`src/rtl/venus_pkg.sv`:
```
// Shared types and constants for the venus pipeline front end.
package venus_pkg;

  localparam int W_PC   = 16;
  localparam int W_INST = 32;

  // Undefined opcode 7'h7F: decode sets no control bits and reserves no registers.
  localparam logic [W_INST-1:0] BUBBLE_INST = 32'hFE00_0000;

  typedef enum logic [1:0] {
    ST_IDLE    = 2'd0,
    ST_RUN     = 2'd1,
    ST_DISCARD = 2'd2
  } fetch_state_t;

  typedef struct packed {
    logic [W_PC-1:0]   pc;
    logic [W_INST-1:0] inst;
  } fetch_entry_t;

  function automatic logic [W_PC-1:0] pc_next(input logic [W_PC-1:0] pc);
    return pc + W_PC'(1);
  endfunction

endpackage

```
`src/rtl/fetch_fifo.sv`:
```
// In-order buffer of {pc, instruction} pairs between fetch and decode.
// Flush wins over push; push and pop may happen together.
module fetch_fifo
  import venus_pkg::*;
#(
  parameter int DEPTH = 2
) (
  input  logic                       clk,
  input  logic                       rst,
  input  logic                       i_flush,
  input  logic                       i_push,
  input  fetch_entry_t               i_push_data,
  input  logic                       i_pop,
  output fetch_entry_t               o_head,
  output logic [$clog2(DEPTH):0]     o_count,
  output logic                       o_empty
);

  localparam int W_PTR = $clog2(DEPTH);
  localparam int W_CNT = W_PTR + 1;

  fetch_entry_t       r_mem [DEPTH];
  logic [W_PTR-1:0]   r_wr_ptr;
  logic [W_PTR-1:0]   r_rd_ptr;
  logic [W_CNT-1:0]   r_count;
  logic               w_full;
  logic               w_push_ok;
  logic               w_pop_ok;

  assign o_empty   = (r_count == W_CNT'(0));
  assign w_full    = (r_count == W_CNT'(DEPTH));
  assign w_pop_ok  = i_pop & ~o_empty;
  assign w_push_ok = i_push & (~w_full | w_pop_ok);
  assign o_head    = r_mem[r_rd_ptr];
  assign o_count   = r_count;

  // Storage, pointers and occupancy.
  always_ff @(posedge clk or posedge rst) begin
    if (rst) begin
      for (int i = 0; i < DEPTH; i++) r_mem[i] <= '0;
      r_wr_ptr <= '0;
      r_rd_ptr <= '0;
      r_count  <= '0;
    end else if (i_flush) begin
      r_wr_ptr <= '0;
      r_rd_ptr <= '0;
      r_count  <= '0;
    end else begin
      if (w_push_ok) begin
        r_mem[r_wr_ptr] <= i_push_data;
        r_wr_ptr        <= r_wr_ptr + W_PTR'(1);
      end
      if (w_pop_ok) begin
        r_rd_ptr <= r_rd_ptr + W_PTR'(1);
      end
      case ({w_push_ok, w_pop_ok})
        2'b10:   r_count <= r_count + W_CNT'(1);
        2'b01:   r_count <= r_count - W_CNT'(1);
        default: r_count <= r_count;
      endcase
    end
  end

endmodule

```
`src/rtl/if_stage.sv`:
```
// Instruction-fetch stage: fetch PC, imem req/ack control and redirect handling,
// feeding decode from the head of fetch_fifo.
module if_stage
  import venus_pkg::*;
#(
  parameter int              DEPTH    = 2,
  parameter logic [W_PC-1:0] RESET_PC = 16'h0000
) (
  input  logic              clk,
  input  logic              rst,
  output logic              imem_req_o,
  output logic [W_PC-1:0]   imem_addr_o,
  input  logic              imem_ack_i,
  input  logic [W_INST-1:0] imem_data_i,
  input  logic              stall_i,
  input  logic              br_taken_i,
  input  logic [W_PC-1:0]   br_target_i,
  output logic [W_INST-1:0] inst_o,
  output logic [W_PC-1:0]   pc_value_o,
  output logic              valid_o
);

  localparam int W_CNT = $clog2(DEPTH) + 1;

  fetch_state_t      r_state;
  fetch_state_t      w_state_nxt;
  logic [W_PC-1:0]   r_fetch_pc;
  logic [W_PC-1:0]   w_fetch_pc_nxt;
  logic [W_PC-1:0]   r_disc_addr;
  logic              r_pend;
  logic              w_req;
  logic              w_push;
  logic              w_pop;
  logic              w_empty;
  logic [W_CNT-1:0]  w_count;
  fetch_entry_t      w_head;
  fetch_entry_t      w_push_data;

  assign w_pop       = ~w_empty & ~stall_i;
  assign w_push      = (r_state == ST_RUN) & w_req & imem_ack_i & ~br_taken_i;
  assign w_push_data = {r_fetch_pc, imem_data_i};

  fetch_fifo #(.DEPTH(DEPTH)) u_fifo (
    .clk         (clk),
    .rst         (rst),
    .i_flush     (br_taken_i),
    .i_push      (w_push),
    .i_push_data (w_push_data),
    .i_pop       (w_pop),
    .o_head      (w_head),
    .o_count     (w_count),
    .o_empty     (w_empty)
  );

  always_comb begin
    w_req       = 1'b0;
    imem_addr_o = r_fetch_pc;
    case (r_state)
      ST_RUN:     w_req = r_pend | (w_count < W_CNT'(DEPTH)) | w_pop;
      ST_DISCARD: begin
        w_req       = 1'b1;
        imem_addr_o = r_disc_addr;
      end
      default:    w_req = 1'b0;
    endcase
  end

  assign imem_req_o = w_req;

  // A request left hanging by a redirect must still be completed, then ignored.
  always_comb begin
    w_state_nxt    = r_state;
    w_fetch_pc_nxt = r_fetch_pc;
    case (r_state)
      ST_IDLE:    w_state_nxt = ST_RUN;
      ST_RUN: begin
        if (br_taken_i && w_req && !imem_ack_i) w_state_nxt = ST_DISCARD;
        else                                    w_state_nxt = ST_RUN;
      end
      ST_DISCARD: begin
        if (imem_ack_i) w_state_nxt = ST_RUN;
        else            w_state_nxt = ST_DISCARD;
      end
      default:    w_state_nxt = ST_IDLE;
    endcase
    if (br_taken_i)  w_fetch_pc_nxt = br_target_i;
    else if (w_push) w_fetch_pc_nxt = pc_next(r_fetch_pc);
    else             w_fetch_pc_nxt = r_fetch_pc;
  end

  // FSM, fetch PC, outstanding-request tracking and discard address.
  always_ff @(posedge clk or posedge rst) begin
    if (rst) begin
      r_state     <= ST_IDLE;
      r_fetch_pc  <= RESET_PC;
      r_disc_addr <= RESET_PC;
      r_pend      <= 1'b0;
    end else begin
      r_state    <= w_state_nxt;
      r_fetch_pc <= w_fetch_pc_nxt;
      r_pend     <= w_req & ~imem_ack_i;
      if (r_state == ST_RUN && br_taken_i) r_disc_addr <= r_fetch_pc;
      else                                  r_disc_addr <= r_disc_addr;
    end
  end

  // Head presentation; an empty buffer shows a bubble at PC 0.
  always_comb begin
    valid_o = ~w_empty;
    if (w_empty) begin
      inst_o     = BUBBLE_INST;
      pc_value_o = '0;
    end else begin
      inst_o     = w_head.inst;
      pc_value_o = w_head.pc;
    end
  end

endmodule

```
`config.mk`:
```
export PLATFORM = sky130hd
export DESIGN_NAME = if_stage
export DESIGN_NICKNAME = d
export VERILOG_FILES = /design/src/rtl/venus_pkg.sv /design/src/rtl/fetch_fifo.sv /design/src/rtl/if_stage.sv
export SDC_FILE = /design/constraint.sdc
export NUM_CORES = 1
export LEC_CHECK = 0
export CAP_MARGIN = 20
export CORE_MARGIN = 2
export CORE_UTILIZATION = 44
export CTS_BUF_LIST = sky130_fd_sc_hd__clkbuf_2
export DETAILED_ROUTE_END_ITERATION = 10
export DONT_BUFFER_PORTS = 1
export HOLD_SLACK_MARGIN = 0.03
export SLEW_MARGIN = 10
export SYNTH_ARGS = -nofsm -noshare
export SYNTH_HDL_FRONTEND = slang
export SYNTH_SLANG_ARGS = --single-unit
export TNS_END_PERCENT = 10
```
`constraint.sdc`:
```
create_clock -name clk -period 5.6 [get_ports clk]
set_input_delay 0.28 -clock clk [delete_from_list [all_inputs] [get_ports clk]]
set_output_delay 0.28 -clock clk [all_outputs]
set_load 0.02 [all_outputs]
```
==> results.yml <==
global_route:
  grt_use_met3_pct: 5.27
  grt_pass1_wl_um: 24100
  grtUsageMet2_pct: 31.6
  grt_pass1_vias: 4617
  overflow: 0
  grt.met1_usage_pct: 24.6
  grt_antenna_before_repair: 0
  grt_max_degree: 80
  grtUsageTotal_pct: 19.1
  grt-busiest-layer: "met2"
placement:
  routabilityCongestion: 0.743
  hpwlAfterDp_um: 9060
  dpl_worst_slack_ns: 2.54
  port-buffer-count: 0
  dp.cells: 687
cells_and_area:
  drive_above_1_share_pct: 22.6
  layout.cells.non_filler: 778
  area_delta_synth_final_pct: 15.2
  final_nets: 639
  post-route-util_pct: 52.0
  n_antenna_cell: 0
worst_setup_path:
  cp_max_fo: 28
  start_kind: "register"
  critical_path_required_ns: 6.18
  arrival_ns: 3.62
  critPathCaptureType: "register"
  critPathKind: "reg2reg"
die:
  initial_core_util_pct: 45.1
  num_io_pins: 119
  rows: 44
  coreArea_mm2: 0.0146
  die_x_um: 126
  die_h_um: 126
  dieArea_mm2: 0.0159
yosys:
  yosysTopAreaCellShare_pct: 51.4
  synth.ff_latch_count: 135
  async_reset_ff_share_pct: 100
  synth.area.top_cells: "dfrtp_1 (51%), mux2_2 (12%), mux2i_1 (7.6%), mux2_1 (6.7%), nor2_1 (3.0%)"
  syn_inst: 535
  post-synth-top-count-cell: "dfrtp_1"
  syn_area_mm2: 0.00658
  synth_nets: 593
  synth_edf_count: 0
  ys_seq_area_share_pct: 51.4
  yosysTopAreaCell: "dfrtp_1"
  syn_avg_cell_area_um2: 12.3
  netlist_top_cells_count: "dfrtp_1 (135), mux2_2 (73), nor2_1 (53), mux2i_1 (50), mux2_1 (39)"
  ys_types: 51
  synth_top_flop_cell: "dfrtp_1"
  yosysWarnings: 0
power_and_ir_drop:
  clock_power_share_pct: 19.7
  p_int_mw: 2.30
  power.density_mw_per_mm2: 464
  p_sw_mw: 1.21
  swShare_pct: 34.5
  vdd_drop_max_mv: 0.243
  p_seq_share_pct: 46.8
  p_leak_nw: 3.20
  comb_power_share_pct: 33.5
outcome:
  status: "finished clean"
drt:
  dr.pass1.iters: 4
  viasPerCell: 5.46
  ant_nets: 0
  via_count: 4251
  drt-wirelength-per-cell_um: 18.3
  wirelength_um: 14200
  route.detailed.drc: 0
  drtIter0Drc: 189
clock_tree:
  cts_hold_buf: 58
  numCtsBuffers: 17
  clk_pin_slew_worst_paths_ns: 0.18
  root_buffer: "clkbuf_2"
  cts_repair_resize_count: 0
  tritoncts: "yes"
  clockBufferDepth: 2
  cts_num_sinks: 135
  htreeDepth: 4
  insertion_delay_ns: 0.70
  postCtsSetupRepairBufs: 0
sta:
  maxSlewHeadroom_pct: 45.4
  finClkSkew_ns: 0.0272
  setup-violations-final: 0
  fin_crit_ns: 3.04
  fin_crit_sh_pct: 54.3
  drv_slew: 0
  rsz0062_at_grt: "false"
  finalHoldViolations: 0
  tightest_slew_ns: 0.811
  fin_ws_ns: 2.56
  setup_tns_ns: 0
  max_clock_freq_ghz: 0.329
worst_hold_path:
  hold_path_class: "in2reg"
flow_run:
  max_cap_viol_count: 0
## layer usage
metal  part of all wire [%]  up-vias
met5                      0        -
met4                    1.4        0
met3                    4.9       14
met2                     49       85
met1                     45     2176
li1                       -     1976
## layout by cell type, fill, tap and decap left out, drive strengths merged, types with 2 or more instances in the layout
| cell type | instances |
|---|---|
| bufinv | 5 |
| ha | 5 |
| and3b | 2 |
| and2 | 2 |
| mux2i | 50 |
| nand2b | 3 |
| nand3b | 3 |
| dfrtp | 135 |
| a31oi | 5 |
| nor4 | 4 |
| xor2 | 3 |
| nor3 | 5 |
| mux2 | 121 |
| o21ai | 16 |
| nor2b | 3 |
| a41oi | 2 |
| a31o | 3 |
| dlygate4sd3 | 57 |
| nand2 | 26 |
| a211oi | 2 |
| a21bo | 2 |
| clkinv | 7 |
| nand3 | 9 |
| clkbuf | 18 |
| buf | 9 |
| xnor2 | 4 |
| a22oi | 2 |
| nor2 | 53 |
| o31a | 2 |
| a21oi | 5 |
| nand4 | 8 |
| inv | 10 |
## final cells by class
cell class | count | area [um2]
clock inverter | 14 | 204
fill | 1268 | 7010
inverter | 9 | 38.8
multi-input combinational | 352 | 2970
clock buffer | 18 | 90.1
timing repair buffer | 66 | 663
sequential | 135 | 3380
tap | 184 | 230
## cell families (layout without fill, tap and decap cells)
| family | count (synthesis) | after routing | synth area share [%] |
|---|---|---|---|
| buffers and inverters | 48 | 107 | 3.54 |
| AOI/OAI and AO/OA | 44 | 44 | 4.39 |
| adders and majority gates | 5 | 5 | 0.951 |
| and+or+nand+nor | 125 | 125 | 9.99 |
| DFF | 135 | 135 | 51.4 |
| xor gates and xnor gates | 7 | 7 | 0.932 |
| muxes | 171 | 171 | 28.8 |
## metrics by stage
stage	hold WS (ns)	power (mW)	area (um2)
4_1_cts	0.0587	3.56	7560
3_3_place_gp	0.216	2.75	6680
3_5_place_dp	0.224	2.82	6680
6_report	0.159	3.52	7580
5_1_grt	0.0907	3.78	7580
2_1_floorplan	0.346	2.59	6580
## power groups by stage
| stage | sequential, mW | clock (mW) | combinational (mW) |
|---|---|---|---|
| 2_1_floorplan | 1.57 | 0 | 1.02 |
| 3_3_place_gp | 1.64 | 0 | 1.11 |
| 3_5_place_dp | 1.67 | 0 | 1.15 |
| 4_1_cts | 1.64 | 0.722 | 1.20 |
| 5_1_grt | 1.70 | 0.769 | 1.31 |
| 6_report | 1.65 | 0.692 | 1.18 |
## registers in the layout (all words and copies together) (netlist names)
name,cells
r_disc_addr,16
u_fifo.r_mem,96
r_pend,1
u_fifo.o_count,2
u_fifo.r_rd_ptr,1
r_state,2
u_fifo.r_wr_ptr,1
r_fetch_pc,16
## critical path: stages (launching register included)
cell,delay [ns]
dfrtp_1,0.44
inv_1,0.09
ha_1,0.14
buf_4,0.29
and4bb_4,0.32
nor3_2,0.26
nand3_2,0.52
buf_4,0.50
mux2_1,0.36
## worst paths after layout
| path | depth (start not counted) | slack (ns) | end | startpoint |
|---|---|---|---|---|
| worst max-delay path | 8 | 2.56 | u_fifo.r_mem[42] | r_state[0] |
| worst min-delay path | 4 | 0.16 | r_pend | stall_i |
| worst max register to register | 8 | 2.56 | u_fifo.r_mem[42] | r_state[0] |
| worst min register to register | 1 | 0.51 | u_fifo.r_mem[82] | u_fifo.r_mem[82] |
| max in group asynchronous | 4 | 3.64 | u_fifo.r_mem[23] | rst |
| min in group asynchronous | 3 | 0.63 | u_fifo.r_mem[66] | rst |
(Power assumes the default switching activity.)
